[src/rtl/mem_arbiter_if.sv]
// Purpose: bundles the two requester ports and the shared RAM port of mem_arbiter.
// Latency: none (wires only).
// Backpressure: none; requesters hold req until they see their ack pulse.
// Ports: req/wr/addr/wdata and ack/rdata for requesters 0 and 1, busy status,
//        and the RAM-side ram_enable/ram_wr/ram_addr/ram_data/ram_q.
interface mem_arbiter_if;
  logic        req0, req1;
  logic        wr0, wr1;
  logic [31:0] addr0, addr1;
  logic [31:0] wdata0, wdata1;
  logic        ack0, ack1;
  logic [31:0] rdata0, rdata1;
  logic        busy;
  logic        ram_enable;
  logic        ram_wr;
  logic [31:0] ram_addr;
  logic [31:0] ram_data;
  logic [31:0] ram_q;

  // Arbiter side.
  modport slave (
    input  req0, req1, wr0, wr1, addr0, addr1, wdata0, wdata1, ram_q,
    output ack0, ack1, rdata0, rdata1, busy, ram_enable, ram_wr, ram_addr, ram_data
  );

  // Requester / RAM-model side.
  modport master (
    output req0, req1, wr0, wr1, addr0, addr1, wdata0, wdata1, ram_q,
    input  ack0, ack1, rdata0, rdata1, busy, ram_enable, ram_wr, ram_addr, ram_data
  );
endinterface

[src/rtl/mem_arbiter.sv]
// Purpose: round-robin arbiter sharing one fixed-latency RAM between two requesters.
// Latency: accept edge -> LATENCY cycles of ram_enable -> one-cycle ack (LATENCY+2 cycles per transaction incl. idle).
// Backpressure: requests are only taken in IDLE; a held req simply waits, and is re-arbitrated after ack.
// Ports: clk, rst_n (async active-low), bus (mem_arbiter_if.slave) carrying requester and RAM signals.
module mem_arbiter #(
  parameter int unsigned LATENCY = 3
) (
  input logic           clk,
  input logic           rst_n,
  mem_arbiter_if.slave  bus
);

  localparam logic [3:0] CNT_INIT = 4'(LATENCY - 1);

  typedef enum logic [1:0] {IDLE, ACCESS, DONE} state_t;

  state_t      state, state_nxt;
  logic [3:0]  cnt, cnt_nxt;
  logic        rr_ptr, rr_nxt;
  logic        win, win_nxt;
  logic        lat_wr, lat_wr_nxt;
  logic [31:0] lat_addr, lat_addr_nxt;
  logic [31:0] lat_wdata, lat_wdata_nxt;
  logic [31:0] rdata0_q, rdata0_nxt;
  logic [31:0] rdata1_q, rdata1_nxt;

  always_ff @(posedge clk or negedge rst_n) begin
    if (!rst_n) begin
      state     <= IDLE;
      cnt       <= '0;
      rr_ptr    <= 1'b0;
      win       <= 1'b0;
      lat_wr    <= 1'b0;
      lat_addr  <= '0;
      lat_wdata <= '0;
      rdata0_q  <= '0;
      rdata1_q  <= '0;
    end else begin
      state     <= state_nxt;
      cnt       <= cnt_nxt;
      rr_ptr    <= rr_nxt;
      win       <= win_nxt;
      lat_wr    <= lat_wr_nxt;
      lat_addr  <= lat_addr_nxt;
      lat_wdata <= lat_wdata_nxt;
      rdata0_q  <= rdata0_nxt;
      rdata1_q  <= rdata1_nxt;
    end
  end

  always_comb begin
    state_nxt      = state;
    cnt_nxt        = cnt;
    rr_nxt         = rr_ptr;
    win_nxt        = win;
    lat_wr_nxt     = lat_wr;
    lat_addr_nxt   = lat_addr;
    lat_wdata_nxt  = lat_wdata;
    rdata0_nxt     = rdata0_q;
    rdata1_nxt     = rdata1_q;
    bus.ram_enable = 1'b0;
    bus.ram_wr     = 1'b0;
    bus.ram_addr   = '0;
    bus.ram_data   = '0;
    bus.ack0       = 1'b0;
    bus.ack1       = 1'b0;

    case (state)
      IDLE: begin
        if (bus.req0 || bus.req1) begin
          // A lone request wins outright; a tie goes to the round-robin pointer.
          win_nxt       = (bus.req0 && bus.req1) ? rr_ptr : bus.req1;
          lat_wr_nxt    = win_nxt ? bus.wr1    : bus.wr0;
          lat_addr_nxt  = win_nxt ? bus.addr1  : bus.addr0;
          lat_wdata_nxt = win_nxt ? bus.wdata1 : bus.wdata0;
          cnt_nxt       = CNT_INIT;
          state_nxt     = ACCESS;
        end
      end
      ACCESS: begin
        bus.ram_enable = 1'b1;
        bus.ram_wr     = lat_wr;
        bus.ram_addr   = lat_addr;
        bus.ram_data   = lat_wdata;
        if (cnt == 4'd0) begin
          state_nxt = DONE;
          // RAM data is valid on the last access cycle; only reads return it.
          if (!lat_wr) begin
            if (win) rdata1_nxt = bus.ram_q;
            else     rdata0_nxt = bus.ram_q;
          end
        end else begin
          cnt_nxt = cnt - 4'd1;
        end
      end
      DONE: begin
        bus.ack0  = ~win;
        bus.ack1  = win;
        rr_nxt    = ~win;
        state_nxt = IDLE;
      end
      default: state_nxt = IDLE;
    endcase
  end

  assign bus.busy   = (state != IDLE);
  assign bus.rdata0 = rdata0_q;
  assign bus.rdata1 = rdata1_q;

endmodule
[src/flat_wrapper.sv]
// flat-port wrapper written by rule: the top's interface ports become plain ports
module mem_arbiter_flat 
#(
  parameter int unsigned LATENCY = 3
)
  (clk, rst_n, bus_req0, bus_req1, bus_wr0, bus_wr1, bus_addr0, bus_addr1, bus_wdata0, bus_wdata1, bus_ram_q, bus_ack0, bus_ack1, bus_rdata0, bus_rdata1, bus_busy, bus_ram_enable, bus_ram_wr, bus_ram_addr, bus_ram_data);
  mem_arbiter_if bus_i ();
  input logic clk;
  input logic rst_n;
  input wire logic [$bits(bus_i.req0)-1:0] bus_req0;
  input wire logic [$bits(bus_i.req1)-1:0] bus_req1;
  input wire logic [$bits(bus_i.wr0)-1:0] bus_wr0;
  input wire logic [$bits(bus_i.wr1)-1:0] bus_wr1;
  input wire logic [$bits(bus_i.addr0)-1:0] bus_addr0;
  input wire logic [$bits(bus_i.addr1)-1:0] bus_addr1;
  input wire logic [$bits(bus_i.wdata0)-1:0] bus_wdata0;
  input wire logic [$bits(bus_i.wdata1)-1:0] bus_wdata1;
  input wire logic [$bits(bus_i.ram_q)-1:0] bus_ram_q;
  output wire logic [$bits(bus_i.ack0)-1:0] bus_ack0;
  output wire logic [$bits(bus_i.ack1)-1:0] bus_ack1;
  output wire logic [$bits(bus_i.rdata0)-1:0] bus_rdata0;
  output wire logic [$bits(bus_i.rdata1)-1:0] bus_rdata1;
  output wire logic [$bits(bus_i.busy)-1:0] bus_busy;
  output wire logic [$bits(bus_i.ram_enable)-1:0] bus_ram_enable;
  output wire logic [$bits(bus_i.ram_wr)-1:0] bus_ram_wr;
  output wire logic [$bits(bus_i.ram_addr)-1:0] bus_ram_addr;
  output wire logic [$bits(bus_i.ram_data)-1:0] bus_ram_data;
  assign bus_i.req0 = bus_req0;
  assign bus_i.req1 = bus_req1;
  assign bus_i.wr0 = bus_wr0;
  assign bus_i.wr1 = bus_wr1;
  assign bus_i.addr0 = bus_addr0;
  assign bus_i.addr1 = bus_addr1;
  assign bus_i.wdata0 = bus_wdata0;
  assign bus_i.wdata1 = bus_wdata1;
  assign bus_i.ram_q = bus_ram_q;
  assign bus_ack0 = bus_i.ack0;
  assign bus_ack1 = bus_i.ack1;
  assign bus_rdata0 = bus_i.rdata0;
  assign bus_rdata1 = bus_i.rdata1;
  assign bus_busy = bus_i.busy;
  assign bus_ram_enable = bus_i.ram_enable;
  assign bus_ram_wr = bus_i.ram_wr;
  assign bus_ram_addr = bus_i.ram_addr;
  assign bus_ram_data = bus_i.ram_data;
  mem_arbiter #(.LATENCY(LATENCY)) u_core (.clk(clk), .rst_n(rst_n), .bus(bus_i));
endmodule
[config.mk]
export PLATFORM = sky130hd
export DESIGN_NAME = mem_arbiter_flat
export DESIGN_NICKNAME = d
export VERILOG_FILES = /design/src/rtl/mem_arbiter_if.sv /design/src/rtl/mem_arbiter.sv /design/src/flat_wrapper.sv
export SDC_FILE = /design/constraint.sdc
export NUM_CORES = 1
export LEC_CHECK = 0
export ABC_AREA = 0
export CAP_MARGIN = 20
export CORE_AREA = 4 4 131 133
export DETAILED_ROUTE_END_ITERATION = 8
export DIE_AREA = 0 0 135 137
export PLACE_DENSITY = 0.8
export SYNTH_ARGS = -nofsm -noshare
export SYNTH_HDL_FRONTEND = slang
export SYNTH_SLANG_ARGS = --single-unit
[constraint.sdc]
create_clock -name clk -period 3.2 [get_ports clk]
set_clock_uncertainty 0.2 [all_clocks]
set_input_delay 0.64 -clock clk [delete_from_list [all_inputs] [get_ports clk]]
set_output_delay 0.64 -clock clk [all_outputs]
set_load 0.1 [all_outputs]
==> impl_results.md, run 1 <==
* Status: finished, final reports clean
* Post-DP HPWL at 15,500 microns
* Layout overhead on the synthesized area at 61.3%
* I/O pins at 299
* Clk slew on worst S/H paths at 0.06 ns
* Sequential-to-total area share from yosys stat at 50.6%
* R2R cell count at 5
* GP Congestion at 0.818
* Family with the most delay on the worst path: buffers and inverters
* Top fanout value on the critical path at 70
* WL/cell at 20.3 microns
* Critical Path End Type: output port
* Die width at 135 microns
* Die Height at 137 microns
* Main combinational cell family by area after synthesis: compound AO/OA/AOI/OAI gates
* Remaining DRCs at 0
* HP Class: input pin to asynchronous set/reset pin
* Most frequent cell on the critical path: buf_12
* Worst path max stage delay at 0.47 ns
* Mux share of post-synthesis cell area at 14.1%
* Stages on worst setup path at 5
* Yosys cell types at 30
* Fin crit share at 88.0%
* Post-synth top area share at 50.6%
* Gr usage total at 24.1%
* DRT Pass-1 Iters at 5
* Critical path class: flip-flop to output port
* Port bufs at 298
* Crit path cell chain: nand2b_1 -> inv_1 -> buf_12 -> and2_1 -> buf_12
* Via Count at 6,170
* Crit path time final at 2.82 ns
* Post-synthesis compound-gate area fraction at 16.5%
* Initial antenna violation count at 0
* Main flop type after synthesis: dfrtp_1
* Worst skew pair latency at 0.41 ns
* Drt via density at 5.49
* YS warnings at 0
* Vias in the first global route at 6,185
* Top Metal Used: met4
* Share of post-route cells with drive strength above 1 at 27.2%
* XOR/XNOR Fraction of Synth Area at 0%
* Full die area at 18,500 sq um
* Startpoint types: flip-flop
* Adder-cell share of the synthesized area at 0.369%
* Post-CTS Resized at 0
* Fill cell count at 1,142
* Final Hold Fails at 0
* Setup Fix Bufs, Post-CTS at 0
* Count leader, synth: dfrtp_1
* Worst path slowest cell: dfrtp_1
* CTS tree: built
* Ys async rst share at 100%
* Pins Over Slew Limit at 0
* Synthesized area at 6770 sq um
* Nets@finish at 1,063
* Met2 WL at 11,000 microns
* Rows at 46
* WP data required at 2.36 ns
* CTS Buffer Depth at 2
* Clock buffer count from CTS at 17
* Placeable Area at 15,800 sq um
* Number of synthesized flops with an enable pin at 0
* Largest net degree at the start of global routing at 82
* DRT antenna net count at 0
* Wl on met1 at 8650 microns
* CP arrival at 1.98 ns
* Syn Area/Cell at 10.7 sq um
* Routed Wire Length at 22,800 microns
* Max cap viols at 0
* Leading area contributor after synthesis: dfrtp_1
* # H-tree levels at 4
* Setup TNS at 0 ns
* Placed cells at 1,092
* Net count after synthesis at 801
* Hold-fix buffers, CTS at 0
* Post-Synth Simple-Gate Area at 12.8%
* Slew margin rel. at 49.2%
* Cells after synthesis at 633
* Buf/Inv on CP at 3
* Sink Count at 137
* Non-Filler Instances at 1,123
* GR Overflow Total at 0
* Fmax at 0.355 GHz
* Endpoints failing setup at 0
* Initial DRC count at 381
* Synthesized flop and latch total at 137
* RSZ-0062 raised after global routing: no
* CTS root buffer: clkbuf_16
* Slew of the pin with the lowest slew margin at 0.762 ns
* Global-route wire length before repair at 34,400 microns
* Top area cells in the synthesized netlist: dfrtp_1, mux2_4, a31oi_1
* Initial core utilization at 42.8%
* # diodes at 0
* Synth top cells by count: dfrtp_1, nand3_1, a21oi_1, o21ai_0
* Met3 wire length at 2510 microns
## cells by family (layout without fill, tap and decap cells)
group | after synthesis | after routing
buf+inv | 71 | 345
flops | 137 | 137
compound gates | 204 | 204
fa+ha+maj | 2 | 2
simple gates | 154 | 154
mux | 65 | 65
## final timing paths
path	slack (ns)	from	endpoint
min in group clk	0.31	u_core.bus.rdata0[4]	u_core.bus.rdata0[4]
max in group asynchronous	1.93	rst_n	u_core.lat_wdata[5]
max reg2reg	0.52	u_core.cnt[0]	u_core.bus.rdata1[2]
min	0.08	rst_n	u_core.bus.rdata1[9]
max	0.38	u_core.state[1]	bus_ram_addr[1]
min reg2reg	0.31	u_core.bus.rdata0[4]	u_core.bus.rdata0[4]
## state kept, by name (all words and copies together) (netlist names)
register and cells:
u_core.bus.rdata0 32, u_core.bus.rdata1 32, u_core.lat_addr 32, u_core.lat_wdata 32, u_core.cnt 4, u_core.state 2, u_core.lat_wr 1, u_core.rr_ptr 1
u_core.win 1
## through the flow
stage | hold slack [ns] | setup WS (ns) | utilization (%) | cell area, sq um
6_report | 0.0803 | 0.385 | 69.0 | 10900
4_1_cts | 0.0978 | 0.365 | 69.0 | 10900
5_1_grt | 0.139 | 0.270 | 69.0 | 10900
3_5_place_dp | 0.294 | 0.474 | 65.3 | 10300
2_1_floorplan | 0.144 | 0.265 | - | 6780
3_3_place_gp | 0.290 | 0.576 | 65.3 | 10300
## cells in the final DEF, fill, tap and decap left out, types with 2 or more instances in the layout
| cell | count |
|---|---|
| clkinvlp_4 | 2 |
| nor2_1 | 6 |
| mux2_2 | 4 |
| clkdlybuf4s50_1 | 163 |
| nand3_1 | 68 |
| inv_1 | 6 |
| dfrtp_1 | 137 |
| buf_4 | 71 |
| ha_1 | 2 |
| bufinv_16 | 3 |
| o21ai_0 | 67 |
| a21oi_1 | 67 |
| clkbuf_16 | 17 |
| nand2b_1 | 2 |
| clkinv_4 | 3 |
| nor3_1 | 2 |
| buf_12 | 72 |
| nor2_4 | 2 |
| or4_4 | 2 |
| mux2_4 | 60 |
| nand2_1 | 2 |
| clkinv_2 | 4 |
| a31oi_1 | 65 |
| and2_1 | 65 |
## routing by layer
metal | global-route usage [%] | up-vias
met5 | 0 | -
met4 | 9.35 | 0
met3 | 9.30 | 39
met2 | 39.3 | 340
met1 | 28.9 | 2983
li1 | - | 2808
## final cells by class
cell class / instances / area, sq um / share of cell area, %
tap: 216 / 270 / 2.47
clock inverter: 12 / 151 / 1.39
timing repair buffer: 308 / 3620 / 33.1
sequential: 137 / 3430 / 31.4
inverter: 6 / 22.5 / 0.206
multi-input combinational: 425 / 2990 / 27.4
clock buffer: 19 / 443 / 4.05
Power of run 1 is left out: the tool's default activity adds up to more than one toggle a clock period on the data nets, which glitch-free logic cannot reach.
==> run 2, diff against run 1 <==
--- a/config.mk
+++ b/config.mk
@@ -7,10 +7,11 @@
 export LEC_CHECK = 0
 export ABC_AREA = 0
 export CAP_MARGIN = 20
-export CORE_AREA = 4 4 131 133
+export CORE_AREA = 4 4 139 141
 export DETAILED_ROUTE_END_ITERATION = 8
-export DIE_AREA = 0 0 135 137
-export PLACE_DENSITY = 0.8
+export DIE_AREA = 0 0 143 145
+export PLACE_DENSITY = 0.75
+export SKIP_CTS_REPAIR_TIMING = 1
 export SYNTH_ARGS = -nofsm -noshare
 export SYNTH_HDL_FRONTEND = slang
 export SYNTH_SLANG_ARGS = --single-unit
==> constraint.sdc (replaced) <==
create_clock -name clk -period 2.3 [get_ports clk]
set_clock_uncertainty 0.2 [all_clocks]
set_input_delay 0.46 -clock clk [delete_from_list [all_inputs] [get_ports clk]]
set_output_delay 0.46 -clock clk [all_outputs]
set_load 0.1 [all_outputs]
==> run 2 against run 1 <==
Against the previous run:
- cell area up 6.2%
- worst hold slack improved by 0.22 ns
- via count grew 2.0%
- the run now ends with negative setup slack left
- sequential share of layout area fell by 1.8 points
==> impl_results.md, run 2 (synthesized netlist as in run 1, its figures left out) <==
* Status: finished with violations
* Failing checks: negative setup slack
* # diodes at 0
* Share of post-route cells with drive strength above 1 at 37.7%
* CTS root buffer: clkbuf_16
* Final Hold Fails at 0
* Initial antenna violation count at 0
* Remaining DRCs at 0
* Critical Path End Type: flip-flop
* Clock buffer count from CTS at 17
* Max cap viols at 0
* Endpoints failing setup at 55
* # H-tree levels at 4
* Placed cells at 1,123
* Port bufs at 298
* Fmax at 0.422 GHz
* Fill cell count at 1,399
* Crit path time final at 2.37 ns
* GP Congestion at 0.789
* Layout overhead on the synthesized area at 71.4%
* Most common cell after layout, fill and taps aside: clkdlybuf4s50_1
* Global-route wire length before repair at 35,400 microns
* Slew of the pin with the lowest slew margin at 0.532 ns
* Critical path class: flip-flop to flip-flop
* Drt via density at 5.36
* Die width at 143 microns
* R2R Setup Slk at -0.07 ns
* Fin crit share at 103%
* Post-DP HPWL at 16,300 microns
* HP Class: input pin to flip-flop
* Nets@finish at 1,099
* Non-Filler Instances at 1,173
* DRT Pass-1 Iters at 4
* Vias in the first global route at 6,270
* Startpoint types: flip-flop
* Via Count at 6,293
* Pins Over Slew Limit at 0
* Sink Count at 137
* Clk slew on worst S/H paths at 0.06 ns
* CTS Buffer Depth at 2
* Setup slack at placement at -0.0568 ns
* Placeable Area at 18,000 sq um
* RSZ-0062 raised after global routing: yes
* WL/cell at 21.0 microns
* WP data required at 2.39 ns
* Gr usage total at 21.6%
* Worst r2r src: u_core.cnt[0]
* CTS tree: built
* GR Overflow Total at 0
* Worst setup margin at -0.0682 ns
* Rows at 49
* Top fanout value on the critical path at 7
* DRT antenna net count at 0
* Most frequent cells in the layout: clkdlybuf4s50_1, dfrtp_1, buf_4
* Worst hold start: bus_req1
* Largest net degree at the start of global routing at 65
* Die Height at 145 microns
* Slew margin rel. at 64.5%
* CP arrival at 2.46 ns
* Initial core utilization at 37.7%
* Initial DRC count at 256
* Full die area at 20,700 sq um
* I/O pins at 299
* Worst skew pair latency at 0.42 ns
* Routed Wire Length at 24,600 microns
* Worst setup startpoint: u_core.cnt[0]
==> run 2: critical path: stages, from the launching register on <==
cell       delay (ns)
dfrtp_1          0.39
inv_2            0.09
ha_4             0.14
or3b_4           0.38
or4_4            0.52
clkbuf_16        0.22
mux2_4           0.30
==> run 2: area by class of cell <==
type / instances / area, sq um / area share, %
Clock buffer: 18 / 429 / 3.70
Clock inverter: 14 / 126 / 1.09
Inverter: 6 / 35.0 / 0.302
Multi-Input combinational cell: 425 / 3160 / 27.2
Sequential cell: 137 / 3430 / 29.5
Tap cell: 229 / 287 / 2.47
Timing Repair Buffer: 343 / 4130 / 35.6
Timing Repair inverter: 1 / 11.3 / 0.0970
==> run 2: final timing paths <==
| path | end | cells past startpoint |
|---|---|---|
| setup / recovery | u_core.bus.rdata1[22] | 6 |
| hold / removal | u_core.lat_wdata[28] | 3 |
| setup reg to reg | u_core.bus.rdata1[22] | 6 |
| hold reg to reg | u_core.bus.rdata1[15] | 1 |
| max in group asynchronous | u_core.bus.rdata1[13] | 3 |
| min in group asynchronous | u_core.bus.rdata1[16] | 2 |
==> run 2: through the flow <==
stage | utilization (%) | setup TNS (ns) | area (sq um) | hold WS (ns)
floorplan | - | -6.24 | 6870 | -0.0356
global placement | 59.4 | 0 | 10700 | 0.201
detailed placement | 59.4 | -2.68 | 10700 | 0.209
CTS | 62.5 | -11.35 | 11200 | -0.237
global route | 64.6 | -5.29 | 11600 | 0.318
finish | 64.6 | -1.77 | 11600 | 0.298
==> run 2: layer usage <==
metal	vias up	part of all wire (%)	routed length [microns]	GRT usage [%]
met3	32	11	2660	7.80
li1	2885	-	-	-
met2	325	49	12000	35.2
met1	3051	38	9430	26.5
met5	-	0	0	0
met4	0	2.0	493	7.27
Power of run 2 is left out for the same reason.
==> run 3, diff against run 2 <==
--- a/config.mk
+++ b/config.mk
@@ -11,6 +11,7 @@
 export DETAILED_ROUTE_END_ITERATION = 8
 export DIE_AREA = 0 0 143 145
 export PLACE_DENSITY = 0.75
+export SETUP_SLACK_MARGIN = 0.4
 export SKIP_CTS_REPAIR_TIMING = 1
 export SYNTH_ARGS = -nofsm -noshare
 export SYNTH_HDL_FRONTEND = slang
==> run 3 against run 2 <==
Against the previous run:
- the flow still finishes with violations (negative setup slack)
- via count grew 0.33%
- sequential share of layout area shrank 0.64 points
- global-route usage shrank 0.16 points
- wire length grew 1.6%
- worst setup slack is essentially flat
==> impl_results.md, run 3 (synthesized netlist as in run 1, its figures left out) <==
* Status: finished with violations
* Failing checks: negative setup slack
* Initial antenna violation count at 0
* # H-tree levels at 4
* Worst setup startpoint: u_core.cnt[0]
* Fmax at 0.422 GHz
* Top fanout value on the critical path at 8
* Setup slack at placement at -0.0419 ns
* Die width at 143 microns
* Nets@finish at 1,107
* Layout overhead on the synthesized area at 75.3%
* I/O pins at 299
* Remaining DRCs at 0
* Final Hold Fails at 0
* CP arrival at 2.47 ns
* Initial DRC count at 273
* Most common cell after layout, fill and taps aside: clkdlybuf4s50_1
* Critical Path End: u_core.bus.rdata0[0]
* R2R Setup Slk at -0.07 ns
* GR Overflow Total at 0
* Clock buffer count from CTS at 17
* Critical Path End Type: flip-flop
* Worst setup margin at -0.0685 ns
* Global-route wire length before repair at 35,200 microns
* Crit path time final at 2.37 ns
* WL/cell at 21.2 microns
* CTS Buffer Depth at 2
* R2R cell count at 6
* Rows at 49
* Buf/Inv on CP at 2
* CTS tree: built
* Worst R2R End: u_core.bus.rdata0[0]
* Worst path slowest cell: or4_4
* Final Core Density at 66.1%
* Worst skew pair latency at 0.42 ns
* Initial core utilization at 37.7%
* Drt via density at 5.35
* Post-placement cell area at 10,800 sq um
* Clk slew on worst S/H paths at 0.06 ns
* Crit path cell chain: inv_2 -> ha_4 -> or3b_4 -> or4_4 -> clkbuf_16 -> mux2_4
* Fin crit share at 103%
* Critical path class: flip-flop to flip-flop
* Startpoint types: flip-flop
* Via Count at 6,314
* Worst hold slack at 0.253 ns
* Worst r2r src: u_core.cnt[0]
* Most frequent cells in the layout: clkdlybuf4s50_1, dfrtp_1, buf_12
* DRT antenna net count at 0
* Sink Count at 137
* Worst path max stage delay at 0.52 ns
* Family with the most delay on the worst path: simple AND/OR/NAND/NOR gates
* Pins Over Slew Limit at 0
* Share of post-route cells with drive strength above 1 at 38.9%
* Slew of the pin with the lowest slew margin at 0.482 ns
* Largest net degree at the start of global routing at 66
* DRT Pass-1 Iters at 5
* Post-DP HPWL at 16,000 microns
* Stages on worst setup path at 6
* Slew margin rel. at 67.9%
* Endpoints failing setup at 83
* Routed Wire Length at 25,000 microns
* HP Class: input pin to flip-flop
* CTS root buffer: clkbuf_16
* Die Height at 145 microns
* Max cap viols at 0
* RSZ-0062 raised after global routing: yes
* Vias in the first global route at 6,232
* WP data required at 2.40 ns
* Port bufs at 298
* Full die area at 20,700 sq um
* Fin area at 11,900 sq um
* # diodes at 0
* GP Congestion at 0.810
* Worst hold start: bus_req1
* Gr usage total at 21.5%
* Placeable Area at 18,000 sq um
[run 3: worst min-delay path, stage by stage]
cell	delay, ns
buf_2	0.18
nand3_1	0.11
a31oi_1	0.08
[run 3: how the worst min path moves through the flow]
stage / endpoint / slack [ns] / cells after the start
5_1_grt: u_core.lat_wr / 0.26 / 3
2_1_floorplan: u_core.bus.rdata0[0] / -0.04 / 0
3_3_place_gp: u_core.bus.rdata1[18] / 0.23 / 1
6_report: u_core.lat_addr[7] / 0.25 / 3
3_5_place_dp: u_core.bus.rdata1[16] / 0.24 / 1
4_1_cts: u_core.bus.rdata1[16] / -0.22 / 1
[run 3: area by class of cell]
type | instances | area [sq um]
well taps | 229 | 287
flip-flops and latches | 137 | 3430
clock inverters | 14 | 135
clock buffers | 18 | 439
inverters | 6 | 38.8
repair buffers | 351 | 4340
fillers | 1346 | 6090
multi-input cells | 425 | 3190
repair inverters | 1 | 11.3
[run 3: metrics by stage]
stage,instances,setup TNS (ns)
global placement,1119,0
finish,1181,-2.89
global route,1181,-9.44
detailed placement,1119,-1.52
floorplan,633,-6.24
CTS,1151,-11.17
[run 3: routing by layer]
metal | global-route usage (%) | vias to the layer above | routed length, microns
li1 | - | 2915 | -
met3 | 8.69 | 34 | 2750
met4 | 5.99 | 0 | 479
met1 | 26.1 | 3050 | 9650
met5 | 0 | - | 0
met2 | 35.1 | 315 | 12100
Power of run 3 is left out for the same reason.
